===== src/rtl/mdio_pkg.sv =====
// Shared constants, FSM state encodings and the frame builder for the MDIO master.
// Pure declarations: no latency, no flow control.
package mdio_pkg;

  localparam logic [2:0] S_IDLE = 3'd0;
  localparam logic [2:0] S_PRE  = 3'd1;
  localparam logic [2:0] S_CMD  = 3'd2;
  localparam logic [2:0] S_TA   = 3'd3;
  localparam logic [2:0] S_DATA = 3'd4;
  localparam logic [2:0] S_END  = 3'd5;

  localparam logic [1:0] MDIO_ST    = 2'b01;
  localparam logic [1:0] MDIO_OP_RD = 2'b10;
  localparam logic [1:0] MDIO_OP_WR = 2'b01;
  localparam int         MDIO_FRAME_BITS = 32;

  // Reads fill TA/DATA with ones; those bits are never driven (oe=0) anyway.
  function automatic logic [MDIO_FRAME_BITS-1:0] build_frame(
    input logic        rd,
    input logic [4:0]  phy,
    input logic [4:0]  regad,
    input logic [15:0] wdata
  );
    return {MDIO_ST, (rd ? MDIO_OP_RD : MDIO_OP_WR), phy, regad,
            (rd ? 2'b11 : 2'b10), (rd ? 16'hFFFF : wdata)};
  endfunction

endpackage


===== src/rtl/mdio_clk_gen.sv =====
// MDC divider: CLK_DIV cycles low then CLK_DIV high; strobes mark the last high cycle.
// Starts low on the first enabled cycle; held low/cleared while disabled; no backpressure.
module mdio_clk_gen #(
  parameter int CLK_DIV = 20
) (
  input  logic msoc_clk,
  input  logic rst,
  input  logic en,
  output logic mdc_o,
  output logic fall_stb,
  output logic rise_end_stb
);

  localparam int CW = (CLK_DIV > 1) ? $clog2(CLK_DIV) : 1;
  localparam logic [CW-1:0] LAST = CW'(CLK_DIV - 1);

  logic [CW-1:0] cnt_q, cnt_d;
  logic          mdc_q, mdc_d;
  logic          wrap;

  always_comb begin
    wrap  = (cnt_q == LAST);
    cnt_d = cnt_q;
    mdc_d = mdc_q;
    if (!en) begin
      cnt_d = '0;
      mdc_d = 1'b0;
    end else if (wrap) begin
      cnt_d = '0;
      mdc_d = ~mdc_q;
    end else begin
      cnt_d = cnt_q + CW'(1);
    end
  end

  always_ff @(posedge msoc_clk or posedge rst) begin
    if (rst) begin
      cnt_q <= '0;
      mdc_q <= 1'b0;
    end else begin
      cnt_q <= cnt_d;
      mdc_q <= mdc_d;
    end
  end

  // The sample point and the bit boundary are the same cycle: MDC falls on the next edge.
  assign rise_end_stb = en & wrap & mdc_q;
  assign fall_stb     = rise_end_stb;
  assign mdc_o        = mdc_q;

endmodule


===== src/rtl/mdio_master.sv =====
// Clause-22 MDIO master: one command in, full frame out, done_o at 1+(PREAMBLE_BITS+32)*2*CLK_DIV.
// start_i is only honoured in IDLE; busy_o is the sole backpressure.
module mdio_master
  import mdio_pkg::*;
#(
  parameter int CLK_DIV       = 20,
  parameter int PREAMBLE_BITS = 32
) (
  input  logic        msoc_clk,
  input  logic        rst,
  input  logic        start_i,
  input  logic        rd_i,
  input  logic [4:0]  phy_addr_i,
  input  logic [4:0]  reg_addr_i,
  input  logic [15:0] wdata_i,
  output logic        busy_o,
  output logic        done_o,
  output logic [15:0] rdata_o,
  output logic        rd_err_o,
  output logic        mdc_o,
  output logic        mdio_o,
  output logic        mdio_oe_o,
  input  logic        mdio_i
);

  logic [2:0]  state_q, state_d;
  logic [5:0]  bitcnt_q, bitcnt_d;
  logic [31:0] sh_q, sh_d;
  logic [15:0] shin_q, shin_d;
  logic [15:0] rdata_q, rdata_d;
  logic [1:0]  sync_q, sync_d;
  logic        rd_q, rd_d;
  logic        ta_err_q, ta_err_d;
  logic        busy_q, busy_d;
  logic        done_q, done_d;
  logic        rd_err_q, rd_err_d;
  logic        mdio_q, mdio_d;
  logic        oe_q, oe_d;
  logic [31:0] frame;
  logic        clk_en, fall_stb, rise_end_stb, smp;

  assign clk_en = (state_q != S_IDLE) && (state_q != S_END);
  assign smp    = sync_q[1];

  mdio_clk_gen #(.CLK_DIV(CLK_DIV)) u_clk_gen (
    .msoc_clk     (msoc_clk),
    .rst          (rst),
    .en           (clk_en),
    .mdc_o        (mdc_o),
    .fall_stb     (fall_stb),
    .rise_end_stb (rise_end_stb)
  );

  always_comb begin
    frame    = build_frame(rd_i, phy_addr_i, reg_addr_i, wdata_i);
    state_d  = state_q;
    bitcnt_d = bitcnt_q;
    sh_d     = sh_q;
    shin_d   = shin_q;
    rdata_d  = rdata_q;
    sync_d   = {sync_q[0], mdio_i};
    rd_d     = rd_q;
    ta_err_d = ta_err_q;
    busy_d   = busy_q;
    done_d   = 1'b0;
    rd_err_d = rd_err_q;
    mdio_d   = mdio_q;
    oe_d     = oe_q;

    case (state_q)
      S_IDLE: begin
        if (start_i) begin
          rd_d   = rd_i;
          busy_d = 1'b1;
          oe_d   = 1'b1;
          if (PREAMBLE_BITS == 0) begin
            state_d  = S_CMD;
            bitcnt_d = 6'd13;
            mdio_d   = frame[31];
            sh_d     = {frame[30:0], 1'b1};
          end else begin
            state_d  = S_PRE;
            bitcnt_d = 6'(PREAMBLE_BITS - 1);
            mdio_d   = 1'b1;
            sh_d     = frame;
          end
        end
      end
      S_PRE: begin
        if (fall_stb) begin
          if (bitcnt_q == 6'd0) begin
            state_d  = S_CMD;
            bitcnt_d = 6'd13;
            mdio_d   = sh_q[31];
            sh_d     = {sh_q[30:0], 1'b1};
          end else begin
            bitcnt_d = bitcnt_q - 6'd1;
          end
        end
      end
      S_CMD: begin
        if (fall_stb) begin
          mdio_d = sh_q[31];
          sh_d   = {sh_q[30:0], 1'b1};
          if (bitcnt_q == 6'd0) begin
            state_d  = S_TA;
            bitcnt_d = 6'd1;
            oe_d     = ~rd_q;
          end else begin
            bitcnt_d = bitcnt_q - 6'd1;
          end
        end
      end
      S_TA: begin
        if (rise_end_stb && rd_q && bitcnt_q == 6'd0)
          ta_err_d = smp;
        if (fall_stb) begin
          mdio_d = sh_q[31];
          sh_d   = {sh_q[30:0], 1'b1};
          if (bitcnt_q == 6'd0) begin
            state_d  = S_DATA;
            bitcnt_d = 6'd15;
          end else begin
            bitcnt_d = bitcnt_q - 6'd1;
          end
        end
      end
      S_DATA: begin
        if (rise_end_stb && rd_q)
          shin_d = {shin_q[14:0], smp};
        if (fall_stb) begin
          if (bitcnt_q == 6'd0) begin
            state_d = S_END;
            done_d  = 1'b1;
            busy_d  = 1'b0;
            oe_d    = 1'b0;
            mdio_d  = 1'b1;
            if (rd_q) begin
              rdata_d  = {shin_q[14:0], smp};
              rd_err_d = ta_err_q;
            end
          end else begin
            bitcnt_d = bitcnt_q - 6'd1;
            mdio_d   = sh_q[31];
            sh_d     = {sh_q[30:0], 1'b1};
          end
        end
      end
      S_END:   state_d = S_IDLE;
      default: state_d = S_IDLE;
    endcase
  end

  always_ff @(posedge msoc_clk or posedge rst) begin
    if (rst) begin
      state_q  <= S_IDLE;
      bitcnt_q <= '0;
      sh_q     <= '1;
      shin_q   <= '0;
      rdata_q  <= '0;
      sync_q   <= 2'b11;
      rd_q     <= 1'b0;
      ta_err_q <= 1'b0;
      busy_q   <= 1'b0;
      done_q   <= 1'b0;
      rd_err_q <= 1'b0;
      mdio_q   <= 1'b1;
      oe_q     <= 1'b0;
    end else begin
      state_q  <= state_d;
      bitcnt_q <= bitcnt_d;
      sh_q     <= sh_d;
      shin_q   <= shin_d;
      rdata_q  <= rdata_d;
      sync_q   <= sync_d;
      rd_q     <= rd_d;
      ta_err_q <= ta_err_d;
      busy_q   <= busy_d;
      done_q   <= done_d;
      rd_err_q <= rd_err_d;
      mdio_q   <= mdio_d;
      oe_q     <= oe_d;
    end
  end

  assign busy_o    = busy_q;
  assign done_o    = done_q;
  assign rdata_o   = rdata_q;
  assign rd_err_o  = rd_err_q;
  assign mdio_o    = mdio_q;
  assign mdio_oe_o = oe_q;

endmodule


===== config.mk =====
export PLATFORM = sky130hd
export DESIGN_NAME = mdio_master
export DESIGN_NICKNAME = d
export VERILOG_FILES = /design/src/rtl/mdio_pkg.sv /design/src/rtl/mdio_clk_gen.sv /design/src/rtl/mdio_master.sv
export SDC_FILE = /design/constraint.sdc
export NUM_CORES = 1
export LEC_CHECK = 0
export ABC_AREA = 0
export BUFFER_PORTS_ARGS = -buffer_cell sky130_fd_sc_hd__buf_2
export CORE_AREA = 2 2 147 106
export DETAILED_ROUTE_END_ITERATION = 6
export DIE_AREA = 0 0 149 108
export PLACE_DENSITY = 0.51
export SYNTH_ARGS = -nofsm -noshare
export SYNTH_HDL_FRONTEND = slang
export SYNTH_SLANG_ARGS = --single-unit

===== constraint.sdc =====
create_clock -name msoc_clk -period 2.1 [get_ports msoc_clk]
set_clock_uncertainty 0.1 [all_clocks]
set_input_delay 0 -clock msoc_clk [delete_from_list [all_inputs] [get_ports msoc_clk]]
set_output_delay 0 -clock msoc_clk [all_outputs]
set_load 0.05 [all_outputs]

## Word level (Yosys, flattened, before mapping)

Cells that the tools add are included.

- Register bits: 87
- Input port bits: 31
- Output and inout bits: 22

- $add $sub $neg: 2
- Eq/ne operators: 18
- Multiplexer cells: 50
- Bitwise gates (word level): 4
- Reductions and logical operators: 21

Operators by type and width:

| operator | count |
|---|---|
| $mux W32 | 6 |
| $pmux W32 S4 | 1 |
| $mux W6 | 9 |
| $pmux W6 S5 | 1 |
| $mux W3 | 9 |
| $ne A2 B2 Y1 const B | 11 |
| $mux W1 | 16 |
| $mux W16 | 1 |
| $pmux W3 S5 | 1 |
| $reduce_and A7 Y1 | 2 |
| $reduce_and A6 Y1 | 2 |
| $mux W5 | 2 |
| $reduce_and A9 Y1 | 1 |
| $reduce_and A4 Y1 | 2 |
| $eq A3 B2 Y1 const B | 2 |
| $logic_not A6 Y1 | 1 |
| $reduce_and A2 Y1 | 3 |
| $reduce_bool A3 Y1 | 2 |
| $sub A6 B1 Y6 const B | 1 |
| $add A5 B1 Y5 const B | 1 |
| $eq A5 B5 Y1 const B | 1 |
| $reduce_bool A5 Y1 | 1 |
| $pmux W1 S4 | 1 |
| $reduce_bool A4 Y1 | 1 |
| other kinds (13) | 17 |

## Depth between registers and ports, before layout

Gate-level depths: netlist (run 1).

- Depth in word-level cells: 7
- Gate-level depth with buffers: 8
- Gate-level depth less buffers: 6

## Hierarchy

From an unflattened synthesis (run 1), not the netlist that was laid out.

- Cells, all modules: 360
- Area, all modules: 4235.3 sq um

Modules (own cells, without submodules):

| module | instances | cells an instance | area each (sq um) |
|---|---|---|---|
| mdio_master | 1 | 332 | 3933.8 |
| mdio_clk_gen | 1 | 28 | 301.5 |

## Worst setup path before layout (run 1)

OpenSTA, ideal clock, no wires.

- Path type: register to register
- Start point: register u_clk_gen.cnt_q[0]
- End point: register rdata_q[1], in the netlist rdata_o[1]
- Setup time: 0.125 ns
- Arrival time: 1.995 ns
- Setup slack: -0.119 ns
- Cell stages (with the launch flop): 8
- Buffers on the path: 2
- Clock period less this slack: 2.219 ns
- Cell sequence: dfrtp_1 ha_1 and4bb_1 buf_4 nand4_1 nor2_4 buf_4 mux2_2

- Cells in the longest elaborated chain, start to end: 4

RTL lines:

| element | RTL line | source |
|---|---|---|
| start, declared | mdio_clk_gen.sv:17 | `logic [CW-1:0] cnt_q, cnt_d;` |
| start signal, assigned | mdio_clk_gen.sv:41 | `cnt_q <= cnt_d;` |
| $eq A5 B5 Y1 | mdio_clk_gen.sv:22 | `wrap = (cnt_q == LAST);` |
| $and A1 B1 Y1 (2 in a row) | mdio_clk_gen.sv:47 | `assign rise_end_stb = en & wrap & mdc_q;` |
| $reduce_and A4 Y1 (no source line) | n/a |  |
| end signal, assigned | mdio_master.sv:174 | `rdata_q <= rdata_d;` |
| end, declared | mdio_master.sv:30 | `logic [15:0] rdata_q, rdata_d;` |

Every way passes these cells.
A chain may end at the register's enable or synchronous reset.

## Final worst setup path (run 1)

- Start point: register bitcnt_q[0]
- End point: register sh_q[5]

- Cells in the longest elaborated chain, start to end: 3

RTL lines:

| element | RTL line | source |
|---|---|---|
| start, declared | mdio_master.sv:27 | `logic [5:0] bitcnt_q, bitcnt_d;` |
| start signal, assigned | mdio_master.sv:171 | `bitcnt_q <= bitcnt_d;` |
| $logic_not A6 Y1 (*) | mdio_master.sv:91, mdio_master.sv:132 |  |
| $ne A2 B2 Y1 (no source line) | n/a |  |
| $reduce_and A7 Y1 (no source line) (*) | n/a |  |
| end signal, assigned | mdio_master.sv:158 | `sh_q <= '1;` |
| end signal, assigned | mdio_master.sv:172 | `sh_q <= sh_d;` |
| end, declared | mdio_master.sv:28 | `logic [31:0] sh_q, sh_d;` |

Every way passes the cells marked *; elsewhere a longest branch is shown, timed or not.

==> flow_metrics.env, run 1 <==
export IMPL_status="complete, but fails checks"
export IMPL_violations="setup timing"
export IMPL_path_clk_slew_ns=0.07
export IMPL_synth_top_cell_area_share_pct=29.9
export IMPL_htreeDepth=3
export IMPL_rows=37
export IMPL_setup_violations_final=45
export IMPL_grt_pass1_vias=3230
export IMPL_period_minus_slack_ns=2.21
export IMPL_yosysSeqAreaShare_pct=51.0
export IMPL_critical_path_class="reg2reg"
export IMPL_syn_to_final_growth_pct=39.5
export IMPL_fp_dieH_um=108
export IMPL_hpwl_um=6870
export IMPL_vias=3156
export IMPL_fin_util_pct=41.7
export IMPL_grt_usage_pct=13.1
export IMPL_finalMaxSlewViolations=0
export IMPL_whs_ns=0.0900
export IMPL_synth_area_leaders="dfrtp_1 30%, dfstp_2 21%, mux2_2 11%"
export IMPL_hold_path_class="in2reg"
export IMPL_fp_dieW_um=149
export IMPL_period_share_pct=105
export IMPL_ir_worst_vdd_mv=0.314
export IMPL_grt_pass1_wl_um=16700
export IMPL_synthesis_nets=386
export IMPL_worstHoldPathCells=2
export IMPL_drt_iter0_markers=189
export IMPL_fin_tns_setup_ns=-2.80
export IMPL_ant_nets=0
export IMPL_path_buf_inv=3
export IMPL_synth_cell_types=54
export IMPL_initial_core_util_pct=29.9
export IMPL_clockRootBuffer="clkbuf_16"
export IMPL_max_stage_delay_ns=0.41
export IMPL_nets=516
export IMPL_layout_setup_ws_ns=-0.108
export IMPL_required_ns=2.27
export IMPL_crit_chain="inv_2, ha_4, or3b_4, o2111ai_4, o311ai_4, buf_12, clkbuf_16, mux2_4"
export IMPL_drive_above_1_share_pct=51.5
export IMPL_ff2ff_path_depth=8
export IMPL_slowest_stage="dfrtp_1"
export IMPL_first_pass_iters=4
export IMPL_rsz0062_at_grt="yes"
export IMPL_max_slew_worst_pin_slew_ns=0.576
export IMPL_fmax_ghz=0.453
export IMPL_wl_met3_um=547
export IMPL_synth_edf_count=0
export IMPL_cts_num_sinks=87
export IMPL_arrival_ns=2.38
export IMPL_stdcell_area_um2=6070
export IMPL_met1_length_um=5330
export IMPL_cts_buffers=9
export IMPL_grt_max_degree=41
export IMPL_regToRegStartpoint="bitcnt_q[0]"
export IMPL_yosysMostFrequentCell="dfrtp_1"
export IMPL_cts_tree="yes"
export IMPL_io_pins=53
export IMPL_gr_total_overflow=0
export IMPL_start_kind="flop"
export IMPL_via_per_inst=4.63
export IMPL_power_density_nw_per_um2=571
export IMPL_insertion_delay_ns=0.35
export IMPL_wl_met2_um=4510
export IMPL_n_antenna_cell=0
export IMPL_cellLeakagePower_nw=2.71
export IMPL_fillCellCount=1427
export IMPL_syn_mean_instance_area_um2=12.4
export IMPL_coreArea_um2=14500
export IMPL_maxUsedRoutingLayer="met4"
export IMPL_netlist_instances=352
export IMPL_path_delay_family="buffers and inverters"
export IMPL_place_area_um2=5180
export IMPL_drc=0
export IMPL_die_area_um2=16100
export IMPL_post_drt_wl_per_cell_um=15.4
export IMPL_maxSlewHeadroom_pct=61.5
export IMPL_antenna_found_initial=0
export IMPL_r2r_setup_slack_ns=-0.11
export IMPL_netlist_area_um2=4350
export IMPL_gp_congestion=0.864
export IMPL_crit_path_end_kind="flop"
export IMPL_ys_warn_count=0
export IMPL_worstHoldEndpoint="rd_q"
export IMPL_holdCritStartpoint="rd_i"
export IMPL_synthFlopType="dfrtp_1"
export IMPL_ys_ff_latch=87
export IMPL_wl_um=10500
export IMPL_r2r_end="sh_q[5]"
export IMPL_async_reset_ff_share_pct=100
export IMPL_yosysTopAreaCell="dfrtp_1"
export IMPL_hold_viol_final=0
export IMPL_maxCapViolCount=0
export IMPL_clockBufferDepth=2
export IMPL_portBuffers=52
export IMPL_cp_max_fo=8
export IMPL_synthTopCellsByCount="52 x dfrtp_1, 44 x mux2_2, 35 x dfstp_2"
==> worst max path at each step <==
stage,from,end,cells after the start
after floorplan,u_clk_gen.cnt_q[0],rdata_o[10],7
after global placement,bitcnt_q[1],sh_q[20],7
after detailed placement,bitcnt_q[0],sh_q[21],7
after CTS,bitcnt_q[0],sh_q[30],8
after global routing,bitcnt_q[0],sh_q[18],8
final,bitcnt_q[0],sh_q[5],8
==> layout make-up <==
type                    count  area, um2  share of cell area [%]
clock buffers               9        225                    3.71
flip-flops and latches     87       2220                    36.6
clock inverters             7       81.3                    1.34
inverters                  23       90.1                    1.48
well taps                 195        244                    4.02
multi-input cells         224       2080                    34.3
repair buffers            137       1130                    18.6
==> logic make-up after synthesis <==
kind of cell / synth area share [%]
AND/OR/NAND/NOR: 9.89
flip-flops: 51.0
buffers and inverters: 4.26
multiplexers: 26.0
XOR/XNOR: 0.805
adder cells (fa/ha/maj): 0.863
AO/OA/AOI/OAI: 7.16
==> per-stage QoR <==
| step | instances | power (mW) | worst slack [ns] |
|---|---|---|---|
| final | 682 | 3.46 | -0.108 |
| after floorplan | 352 | 1.77 | -0.0875 |
| after global routing | 682 | 3.60 | -0.187 |
| after detailed placement | 625 | 1.82 | -0.0735 |
| after CTS | 670 | 3.51 | -0.0575 |
| after global placement | 625 | 1.82 | -0.0425 |
==> metal layers <==
metal / vias up / GRT usage, %
li1: 1508 / -
met1: 1574 / 19.1
met2: 65 / 19.3
met3: 9 / 3.71
met4: 0 / 2.86
met5: - / 0
==> timing repair <==
action,in CTS,in global routing
gates resized for setup,3,23
setup endpoints to repair,37,73
setup buffers,0,8
hold endpoints to repair,52,0
hold buffers,29,0
cloned,0,5
pin swaps,1,6
==> worst register-to-register path: cells and delay by family (launching register included) <==
kind / cells / cell delay (ns)
buffers and inverters: 3 / 0.41
DFF: 1 / 0.41
and+or+nand+nor: 1 / 0.41
AOI/OAI and AO/OA: 2 / 0.38
muxes: 1 / 0.30
adders and majority gates: 1 / 0.13
==> placed cells by master, fill, tap and decap left out, types with 8 or more instances in the layout <==
master	instances
inv_1	20
or2_2	9
buf_2	52
a21oi_1	9
dfrtp_1	52
dfstp_2	35
mux2i_1	33
buf_4	42
dlygate4sd3_1	29
mux2_2	29
clkbuf_16	13
nand2_1	13
o21ai_0	8
nor2_1	18
mux2_4	35
==> report_power, final <==
group	internal (mW)	switching (mW)	leakage, nW
Combinational	0.0726	0.0609	1.51
Clock	0.851	0.789	0.150
Sequential	1.69	0.00393	1.05
==> flip-flops by register name (all words and copies together) (netlist names) <==
name,cells
state_q,3
mdio_o,1
sync_q,2
done_o,1
rd_err_o,1
bitcnt_q,6
u_clk_gen.cnt_q,5
mdio_oe_o,1
rdata_o,16
sh_q,32
shin_q,15
u_clk_gen.mdc_o,1
busy_o,1
ta_err_q,1
rd_q,1
Power figures use the tool's default switching activity.
==> inputs of run 2 (changes only) <==
==> constraint.sdc (replaced) <==
create_clock -name msoc_clk -period 2.1 [get_ports msoc_clk]
set_clock_uncertainty 0.1 [all_clocks]
set_input_delay 0.42 -clock msoc_clk [delete_from_list [all_inputs] [get_ports msoc_clk]]
set_output_delay 0.42 -clock msoc_clk [all_outputs]
set_load 0.05 [all_outputs]
==> flow_metrics.env, run 2 (synthesized netlist as in run 1, its figures left out) <==
export IMPL_period_share_pct=104
export IMPL_status="complete, but fails checks"
export IMPL_drt_iter0_markers=165
export IMPL_drive_above_1_share_pct=54.4
export IMPL_rows=37
export IMPL_setup_violations_final=31
export IMPL_maxCapViolCount=0
export IMPL_portBuffers=52
export IMPL_cellLeakagePower_nw=2.58
export IMPL_cts_buffers=9
export IMPL_period_minus_slack_ns=2.19
export IMPL_insertion_delay_ns=0.34
export IMPL_finalMaxSlewViolations=0
export IMPL_top_register="sh_q"
export IMPL_path_clk_slew_ns=0.07
export IMPL_drc=0
export IMPL_grt_pass1_vias=3126
export IMPL_crit_path_end_kind="flop"
export IMPL_grt_max_degree=36
export IMPL_rsz0062_at_grt="yes"
export IMPL_n_antenna_cell=0
export IMPL_clock_power_share_pct=50.2
export IMPL_io_pins=53
export IMPL_fmax_ghz=0.457
export IMPL_ant_nets=0
export IMPL_wl_um=9760
export IMPL_largest_reg_flops=32
export IMPL_htreeDepth=3
export IMPL_whs_ns=0.0150
export IMPL_post_drt_wl_per_cell_um=15.1
export IMPL_antenna_found_initial=0
export IMPL_switching_share_pct=22.0
export IMPL_hpwl_um=6710
export IMPL_power_share_sequential_pct=47.1
export IMPL_gp_congestion=0.808
export IMPL_nets=481
export IMPL_power_switching_uw=792
export IMPL_fp_dieH_um=108
export IMPL_p_int_mw=2.80
export IMPL_via_per_inst=4.60
export IMPL_hold_viol_final=0
export IMPL_stdcell_area_um2=5720
export IMPL_hold_path_class="in2async"
export IMPL_maxSlewHeadroom_pct=66.4
export IMPL_vias=2979
export IMPL_place_area_um2=5170
export IMPL_required_ns=2.27
export IMPL_start_kind="flop"
export IMPL_grt_usage_pct=12.6
export IMPL_p_comb_share_pct=2.7
export IMPL_coreArea_um2=14500
export IMPL_cts_num_sinks=87
export IMPL_syn_to_final_growth_pct=31.5
export IMPL_first_pass_iters=4
export IMPL_ir_worst_vdd_mv=0.395
export IMPL_layout_setup_ws_ns=-0.0884
export IMPL_cts_hold_buf=0
export IMPL_max_slew_worst_pin_slew_ns=0.497
export IMPL_clockBufferDepth=2
export IMPL_die_area_um2=16100
export IMPL_gr_total_overflow=0
export IMPL_final_cell_mix="52 x dfrtp_1, 52 x buf_2, 37 x buf_4"
export IMPL_initial_core_util_pct=29.9
export IMPL_fin_util_pct=39.3
export IMPL_grt_pass1_wl_um=16000
export IMPL_cts_tree="yes"
export IMPL_violations="setup timing"
export IMPL_critical_path_class="reg2reg"
export IMPL_clockRootBuffer="clkbuf_16"
export IMPL_fp_dieW_um=149
export IMPL_power_density_nw_per_um2=628
export IMPL_arrival_ns=2.35
export IMPL_cp_max_fo=8
export IMPL_total_power_mw=3.59
-- run 2: path summary, 6_finish.rpt --
kind / cells past startpoint / to / slack [ns] / start
worst max register to register: 8 / sh_q[5] / -0.09 / bitcnt_q[0]
worst max-delay path: 8 / sh_q[5] / -0.09 / bitcnt_q[0]
min in group msoc_clk: 1 / sync_q[0] / 0.07 / mdio_i
worst min register to register: 0 / sync_q[1] / 0.26 / sync_q[0]
max in group asynchronous: 3 / mdio_o / 1.27 / rst
worst min-delay path: 2 / rdata_o[6] / 0.01 / rst
-- run 2: stage by stage --
stage	cells	setup WS (ns)	setup TNS, ns
2_1_floorplan	352	-0.0875	-1.92
3_3_place_gp	622	-0.0510	-1.05
3_5_place_dp	622	-0.0788	-1.50
4_1_cts	638	-0.0394	-0.748
5_1_grt	647	-0.142	-4.00
6_report	647	-0.0884	-1.55
-- run 2: final cells by class --
type / instances / area (um2)
multi-input combinational: 224 / 2060
clock inverter: 7 / 110
inverter: 23 / 90.1
sequential: 87 / 2220
clock buffer: 9 / 225
timing repair buffer: 102 / 764
tap: 195 / 244
fill: 1452 / 8820
-- run 2: metal layers --
metal  vias to the layer above  track usage, %  wire length (um)
met4                         0            3.27                68
met3                         8            3.59               521
met5                         -               0                 0
met1                      1467            18.0              4970
met2                        69            18.8              4210
li1                       1435               -                 -
-- run 2: timing repair --
action                     4_1_cts  5_1_grt
pin swaps                        0        7
setup endpoints to repair       25       57
buffers inserted                 0        6
hold endpoints to repair         0        0
gates resized for setup          4       19
cloned                           0        3
-- run 2: power groups by stage --
stage          logic (mW)  clock network (mW)  registers [mW]
6_report           0.0959                1.80            1.69
5_1_grt             0.111                1.92            1.69
4_1_cts             0.101                1.86            1.69
3_5_place_dp        0.100                   0            1.72
3_3_place_gp       0.0997                   0            1.72
2_1_floorplan      0.0464                   0            1.72
-- run 2: critical path, cell delays in order (launching register included) --
cell	delay, ns
dfrtp_1	0.40
inv_2	0.08
ha_4	0.12
or3b_4	0.40
o2111ai_4	0.25
o311ai_4	0.15
buf_6	0.15
clkbuf_16	0.16
mux2_4	0.30
